===== src/rtl/bus_arbiter_if.sv =====
// Bus arbiter handshake interface.
//   req, busy     : per-requester request and "bus in use" (driven by requesters)
//   grant         : one-hot-or-zero grant (driven by arbiter)
//   owner         : index of the current grantee
//   owner_valid   : high while grant is non-zero
//   timeout_pulse : one-cycle pulse when a grant is revoked by timeout
// master = requester side, slave = arbiter side.
interface bus_arbiter_if #(
    parameter int NREQ = 4
);
    logic [NREQ-1:0]         req;
    logic [NREQ-1:0]         busy;
    logic [NREQ-1:0]         grant;
    logic [$clog2(NREQ)-1:0] owner;
    logic                    owner_valid;
    logic                    timeout_pulse;

    modport master (
        output req, busy,
        input  grant, owner, owner_valid, timeout_pulse
    );

    modport slave (
        input  req, busy,
        output grant, owner, owner_valid, timeout_pulse
    );
endinterface


===== src/rtl/bus_arbiter.sv =====
// Round-robin bus arbiter with busy-acknowledge timeout.
//   clk   : clock, all state updates on the rising edge
//   reset : synchronous, active-high
//   bus   : bus_arbiter_if.slave (req/busy in; grant/owner/owner_valid/
//           timeout_pulse out)
// A granted requester must raise busy within TIMEOUT cycles or lose the
// grant. Every grant release goes through a one-cycle TURNAROUND, so back-to-
// back grants are always separated by two grant-free cycles.
module bus_arbiter #(
    parameter int NREQ    = 4,
    parameter int TIMEOUT = 8
) (
    input  logic          clk,
    input  logic          reset,
    bus_arbiter_if.slave  bus
);
    localparam int OW = $clog2(NREQ);
    localparam int CW = $clog2(TIMEOUT) + 1;

    typedef enum logic [1:0] {
        IDLE,
        WAIT_BUSY,
        OWNED,
        TURNAROUND
    } state_e;

    state_e          state_q, state_d;
    logic [OW-1:0]   rr_ptr_q, rr_ptr_d;
    logic [OW-1:0]   owner_q, owner_d;
    logic [NREQ-1:0] grant_q, grant_d;
    logic            tpulse_q, tpulse_d;
    logic [CW-1:0]   cnt_q, cnt_d;

    logic [OW-1:0]   sel;
    logic            sel_found;

    function automatic logic [OW-1:0] wrap_idx(input int v);
        return OW'(v % NREQ);
    endfunction

    // First set request at or above rr_ptr, wrapping past NREQ-1 to 0.
    always_comb begin
        sel       = '0;
        sel_found = 1'b0;
        for (int i = 0; i < NREQ; i++) begin
            if (!sel_found && bus.req[wrap_idx(int'(rr_ptr_q) + i)]) begin
                sel       = wrap_idx(int'(rr_ptr_q) + i);
                sel_found = 1'b1;
            end
        end
    end

    always_comb begin
        state_d  = state_q;
        rr_ptr_d = rr_ptr_q;
        owner_d  = owner_q;
        grant_d  = grant_q;
        tpulse_d = 1'b0;
        cnt_d    = cnt_q;
        case (state_q)
            IDLE: begin
                if (sel_found) begin
                    grant_d      = '0;
                    grant_d[sel] = 1'b1;
                    owner_d      = sel;
                    cnt_d        = '0;
                    state_d      = WAIT_BUSY;
                end
            end
            WAIT_BUSY: begin
                // Withdrawal is checked before timeout so a request dropped on
                // the final wait cycle never reports a timeout.
                if (bus.busy[owner_q]) begin
                    state_d = OWNED;
                end else if (!bus.req[owner_q]) begin
                    grant_d = '0;
                    state_d = TURNAROUND;
                end else if (cnt_q == CW'(TIMEOUT - 1)) begin
                    grant_d  = '0;
                    tpulse_d = 1'b1;
                    state_d  = TURNAROUND;
                end else begin
                    cnt_d = cnt_q + CW'(1);
                end
            end
            OWNED: begin
                if (!bus.busy[owner_q]) begin
                    grant_d = '0;
                    state_d = TURNAROUND;
                end
            end
            TURNAROUND: begin
                rr_ptr_d = (owner_q == OW'(NREQ - 1)) ? '0 : owner_q + OW'(1);
                state_d  = IDLE;
            end
            default: begin
                grant_d = '0;
                state_d = IDLE;
            end
        endcase
    end

    always_ff @(posedge clk) begin
        if (reset) begin
            state_q  <= IDLE;
            rr_ptr_q <= '0;
            owner_q  <= '0;
            grant_q  <= '0;
            tpulse_q <= 1'b0;
            cnt_q    <= '0;
        end else begin
            state_q  <= state_d;
            rr_ptr_q <= rr_ptr_d;
            owner_q  <= owner_d;
            grant_q  <= grant_d;
            tpulse_q <= tpulse_d;
            cnt_q    <= cnt_d;
        end
    end

    assign bus.grant         = grant_q;
    assign bus.owner         = owner_q;
    assign bus.owner_valid   = |grant_q;
    assign bus.timeout_pulse = tpulse_q;
endmodule


===== src/flat_wrapper.sv =====
// flat-port wrapper written by rule: the top's interface ports become plain ports
module bus_arbiter_flat 
#(
    parameter int NREQ    = 4,
    parameter int TIMEOUT = 8
)
  (clk, reset, bus_req, bus_busy, bus_grant, bus_owner, bus_owner_valid, bus_timeout_pulse);
  bus_arbiter_if #(.NREQ(NREQ)) bus_i ();
  input  logic clk;
  input  logic reset;
  input wire logic [$bits(bus_i.req)-1:0] bus_req;
  input wire logic [$bits(bus_i.busy)-1:0] bus_busy;
  output wire logic [$bits(bus_i.grant)-1:0] bus_grant;
  output wire logic [$bits(bus_i.owner)-1:0] bus_owner;
  output wire logic [$bits(bus_i.owner_valid)-1:0] bus_owner_valid;
  output wire logic [$bits(bus_i.timeout_pulse)-1:0] bus_timeout_pulse;
  assign bus_i.req = bus_req;
  assign bus_i.busy = bus_busy;
  assign bus_grant = bus_i.grant;
  assign bus_owner = bus_i.owner;
  assign bus_owner_valid = bus_i.owner_valid;
  assign bus_timeout_pulse = bus_i.timeout_pulse;
  bus_arbiter #(.NREQ(NREQ), .TIMEOUT(TIMEOUT)) u_core (.clk(clk), .reset(reset), .bus(bus_i));
endmodule

===== config.mk =====
export PLATFORM = sky130hd
export DESIGN_NAME = bus_arbiter_flat
export DESIGN_NICKNAME = d
export VERILOG_FILES = /design/src/rtl/bus_arbiter_if.sv /design/src/rtl/bus_arbiter.sv /design/src/flat_wrapper.sv
export SDC_FILE = /design/constraint.sdc
export NUM_CORES = 1
export LEC_CHECK = 0
export ABC_AREA = 1
export CAP_MARGIN = 25
export CORE_ASPECT_RATIO = 1.75
export CORE_MARGIN = 2
export CORE_UTILIZATION = 50
export DETAILED_ROUTE_END_ITERATION = 10
export PLACE_DENSITY = 0.86
export SLEW_MARGIN = 25
export SYNTH_ARGS = -nofsm -noshare
export SYNTH_HDL_FRONTEND = slang
export SYNTH_SLANG_ARGS = --single-unit

===== constraint.sdc =====
create_clock -name clk -period 4.3 [get_ports clk]
set_clock_uncertainty 0.05 [all_clocks]
set_input_delay 0.86 -clock clk [delete_from_list [all_inputs] [get_ports clk]]
set_output_delay 0.86 -clock clk [all_outputs]
set_load 0.03 [all_outputs]

Yosys cells after proc, flatten, opt, wreduce, memory -nomap -nowiden:

Index checks and enable logic that the tools add are counted.

* register bits: 15
* output and inout port bits: 8

* add/subtract/negate cells: 5
* $lt $le $gt $ge: 7
* equal/unequal tests: 12
* muxes and demuxes: 41
* bitwise gates (word level): 2
* reductions and logical operators: 16

Operators by type and width (count)
* $mux 4: 9
* $mux 2: 10
* $lt 2x3->1 const B: 6
* $bmux 1 s2: 6
* $mux 1: 12
* $pmux 4 s3: 1
* $reduce_and 5->1: 2
* $pmux 2 s4: 1
* $pmux 4 s2: 1
* $reduce_or 4->1: 2
* $eq 2x2->1 const B: 3
* $ne 2x2->1 const B: 3
* $add 2x1->2 const B: 2
* $add 2x2->2 const B: 2
* $add 4x1->4 const B: 1
* $eq 4x3->1 const B: 1
* $logic_and 1x1->1: 4
* $ne 2x1->1 const B: 2
* $ne 4x3->1 const B: 1
* $logic_not 1->1: 3
* $ne 3x3->1 const B: 1
* $reduce_and 3->1: 1
* $reduce_bool 3->1: 1
* $demux 1 s2: 1
* other kinds (6): 7

Logic depth before layout (Yosys ltp):

* depth in word-level cells: 18
* mapped depth: 14

Least setup slack after synthesis:

OpenSTA, ideal clock, no wires.

* kind: reg-to-output
* from: register u_core.grant_q[2], in the netlist u_core.bus.grant[2]
* to: output bus_owner_valid
* arrival: 1112 ps
* slack: 2278 ps
* cell stages (with the launch flop): 2
* cell sequence: dfxtp_1 or4_1

* cells in the longest elaborated chain, start to end: 1

RTL lines
* from (decl): line bus_arbiter.sv:30 `logic [NREQ-1:0] grant_q, grant_d;`
* from (signal assigned): line bus_arbiter.sv:115 `grant_q <= grant_d;`
* $reduce_or 4->1: line bus_arbiter.sv:123 `assign bus.owner_valid = |grant_q;`
* to (decl): line flat_wrapper.sv:15 `output wire logic [$bits(bus_i.owner_valid)-1:0] bus_owner_valid;`

Every way passes these cells.

Worst setup path in the final report:

Ends and elaborated chain as after synthesis.

==> results.yml <==
final_layout:
  seq_area_um2: 300
  fin_cells: 214
  nets: 207
  drive_above_1_share_pct: 15.9
  multi_input_area_um2: 751
  diodes: 0
  syn2layout_area_growth_pct: 20.2
  fillerInstances: 213
routing:
  drtIter0Drc: 31
  avgRoutedWirePerCell_um: 12.2
  ant_nets: 0
  drt-total-wl_um: 2600
  via_per_inst: 5.47
  dr.pass1.iters: 4
  remaining_drc_errors: 0
  vias: 1170
floorplanning:
  start_util_pct: 51.1
  die_height_um: 67.3
  die_w_um: 40.2
  core_um2: 2240
  io_pins: 18
  die_area_um2: 2710
  rows: 23
power_and_ir_drop:
  power_density_nw_per_um2: 605
  leakagePower_nw: 0.639
  peakVddDrop_mv: 0.347
  p_total_mw: 0.833
clock_tree:
  clock_sinks: 15
  cts_made_buffers: 3
  post_cts_resize_count: 0
  clock_path_buffers: 2
  clk_latency_ns: 0.25
  clk_pin_slew_ns: 0.06
  cts-htree-levels: 1
  root_buffer: "clkbuf_8"
  cts_tree: "done"
  cts_hold_buf: 0
  post-cts-setup-buffers: 0
job:
  maxCapViolCount: 0
critical_path:
  worstSetupPathType: "flop to output pin"
  cp.required_ns: 3.39
  cp.arrival_ns: 1.68
  path_max_fanout: 3
  worst_setup_path_end_kind: "output pin"
  cp-start-kind: "flop"
timing:
  fin_crit_sh_pct: 60.2
  relSlewSlack_pct: 69.2
  post-route-min-period_ns: 2.59
  worst_pin_slew_ns: 0.461
  fmax_mhz: 386
  finalHoldViolCount: 0
  finalSetupViolations: 0
  hold_slack_ns: 0.442
  slew_violations: 0
  rsz0062_at_grt: "no"
  tns_ns: 0
grt:
  global_route.usage.met2_pct: 40.3
  grt_pass1_vias: 1101
  grt_max_degree: 13
  grtUsageTotal_pct: 23.9
  antenna_found_initial: 0
  grt_use_met1_pct: 25.3
  grtUsageMet3_pct: 3.62
  grt_first_pass_wirelength_um: 4570
  top_usage_layer: "met2"
  overflow: 0
logic_synthesis:
  yosysTopAreaCell: "dfxtp_1"
  postSynthAreaPerCell_um2: 6.74
  ys_ff_latch: 15
  synth_area_um2: 1150
  ys_types: 26
  ys.warnings.count: 0
  synth_common_cells: "nand2_1 (47), nand3_1 (23), dfxtp_1 (15), inv_1 (15), a21oi_1 (12)"
  yosys.area.top_type_share_pct: 26.2
  synth.area.top_cells: "dfxtp_1 (26%), nand2_1 (15%), nand3_1 (10%), ha_1 (7.6%), nand2_2 (5.5%)"
  synth_nets: 187
  ys.flop_type: "dfxtp_1"
  synth_edf_count: 0
  ys_seq_area_share_pct: 26.2
  async_reset_ff_share_pct: 0
  synth_most_common_cell: "nand2_1"
  synthCells: 170
min_path:
  hp-class: "flop to flop"
placed_design:
  dp.final_hpwl_um: 2150
  gp_congestion: 0.886
  port_buffers: 17
  placedCellCount: 210
run_status:
  outcome: "complete, no violations"
==> area by class of cell <==
| cell class | instances | area share [%] |
|---|---|---|
| sequential | 15 | 21.8 |
| clock buffer | 4 | 3.27 |
| inverter | 20 | 5.81 |
| timing repair buffer | 17 | 12.4 |
| multi-input combinational | 133 | 54.5 |
| tap | 25 | 2.27 |
==> sequential cells by signal (all words and copies together), names as in the netlist <==
| signal | count |
|---|---|
| u_core.state_q | 2 |
| u_core.rr_ptr_q | 2 |
| u_core.bus.timeout_pulse | 1 |
| u_core.bus.owner | 2 |
| u_core.bus.grant | 4 |
| u_core.cnt_q | 4 |
==> per-stage QoR <==
step                      area [µm²]  setup WS, ns  util (%)
after detailed placement        1330          1.70      59.4
after global placement          1330          1.75      59.4
after global routing            1380          1.67      61.4
final                           1380          1.71      61.4
after CTS                       1380          1.71      61.4
after floorplan                 1150          2.28         -
==> critical path, cell delays in order, from the launching register on <==
cell and delay [ns]:
dfxtp_1 0.32, or4_1 0.51, clkdlybuf4s50_1 0.60
==> cells in the final DEF (no fill, tap or decap) <==
| cell type | n |
|---|---|
| a21oi_1 | 12 |
| a21oi_2 | 1 |
| clkbuf_1 | 1 |
| clkbuf_8 | 3 |
| clkdlybuf4s50_1 | 17 |
| dfxtp_1 | 15 |
| ha_1 | 7 |
| inv_1 | 15 |
| inv_2 | 4 |
| inv_6 | 1 |
| nand2_1 | 47 |
| nand2_2 | 10 |
| nand2_4 | 3 |
| nand3_1 | 23 |
| nand3_2 | 3 |
| nand4_1 | 3 |
| nand4_4 | 1 |
| nor2_1 | 10 |
| nor2_2 | 1 |
| nor2_4 | 2 |
| nor3b_1 | 1 |
| o211a_1 | 1 |
| o211ai_1 | 1 |
| o21ai_0 | 4 |
| o21ai_2 | 1 |
| or4_1 | 1 |
| xor2_1 | 1 |
==> report_power, final <==
part           total (mW)  switching (mW)  leakage [nW]  internal (mW)
clock               0.112          0.0465        0.0228         0.0656
sequential          0.210          0.0403         0.122          0.170
combinational       0.511           0.328         0.494          0.183
total               0.833           0.415         0.639          0.418
==> per-layer routing <==
metal	share of wire, %	routed length, µm
met2	56	1450
met4	3.3	87
met5	0	0
met1	37	958
met3	4.0	104
==> path summary, 6_finish.rpt <==
kind | depth (start not counted) | endpoint | from | slack [ns]
min | 2 | u_core.bus.grant[0] | u_core.bus.grant[0] | 0.44
min reg2reg | 2 | u_core.bus.grant[0] | u_core.bus.grant[0] | 0.44
max | 2 | bus_owner_valid | u_core.bus.grant[2] | 1.71
max reg2reg | 11 | u_core.bus.grant[0] | u_core.rr_ptr_q[0] | 2.41
==> logic make-up (layout without fill, tap and decap cells) <==
logic type / count (synthesis) / in the layout / synth area share (%)
XOR/XNOR: 1 / 1 / 0.764
adder cells (fa/ha/maj): 7 / 7 / 7.64
AND/OR/NAND/NOR: 105 / 105 / 47.1
AO/OA/AOI/OAI: 20 / 20 / 10.0
flip-flops: 15 / 15 / 26.2
buffers and inverters: 22 / 41 / 8.30
No activity file was read; power rests on OpenSTA's default activity.
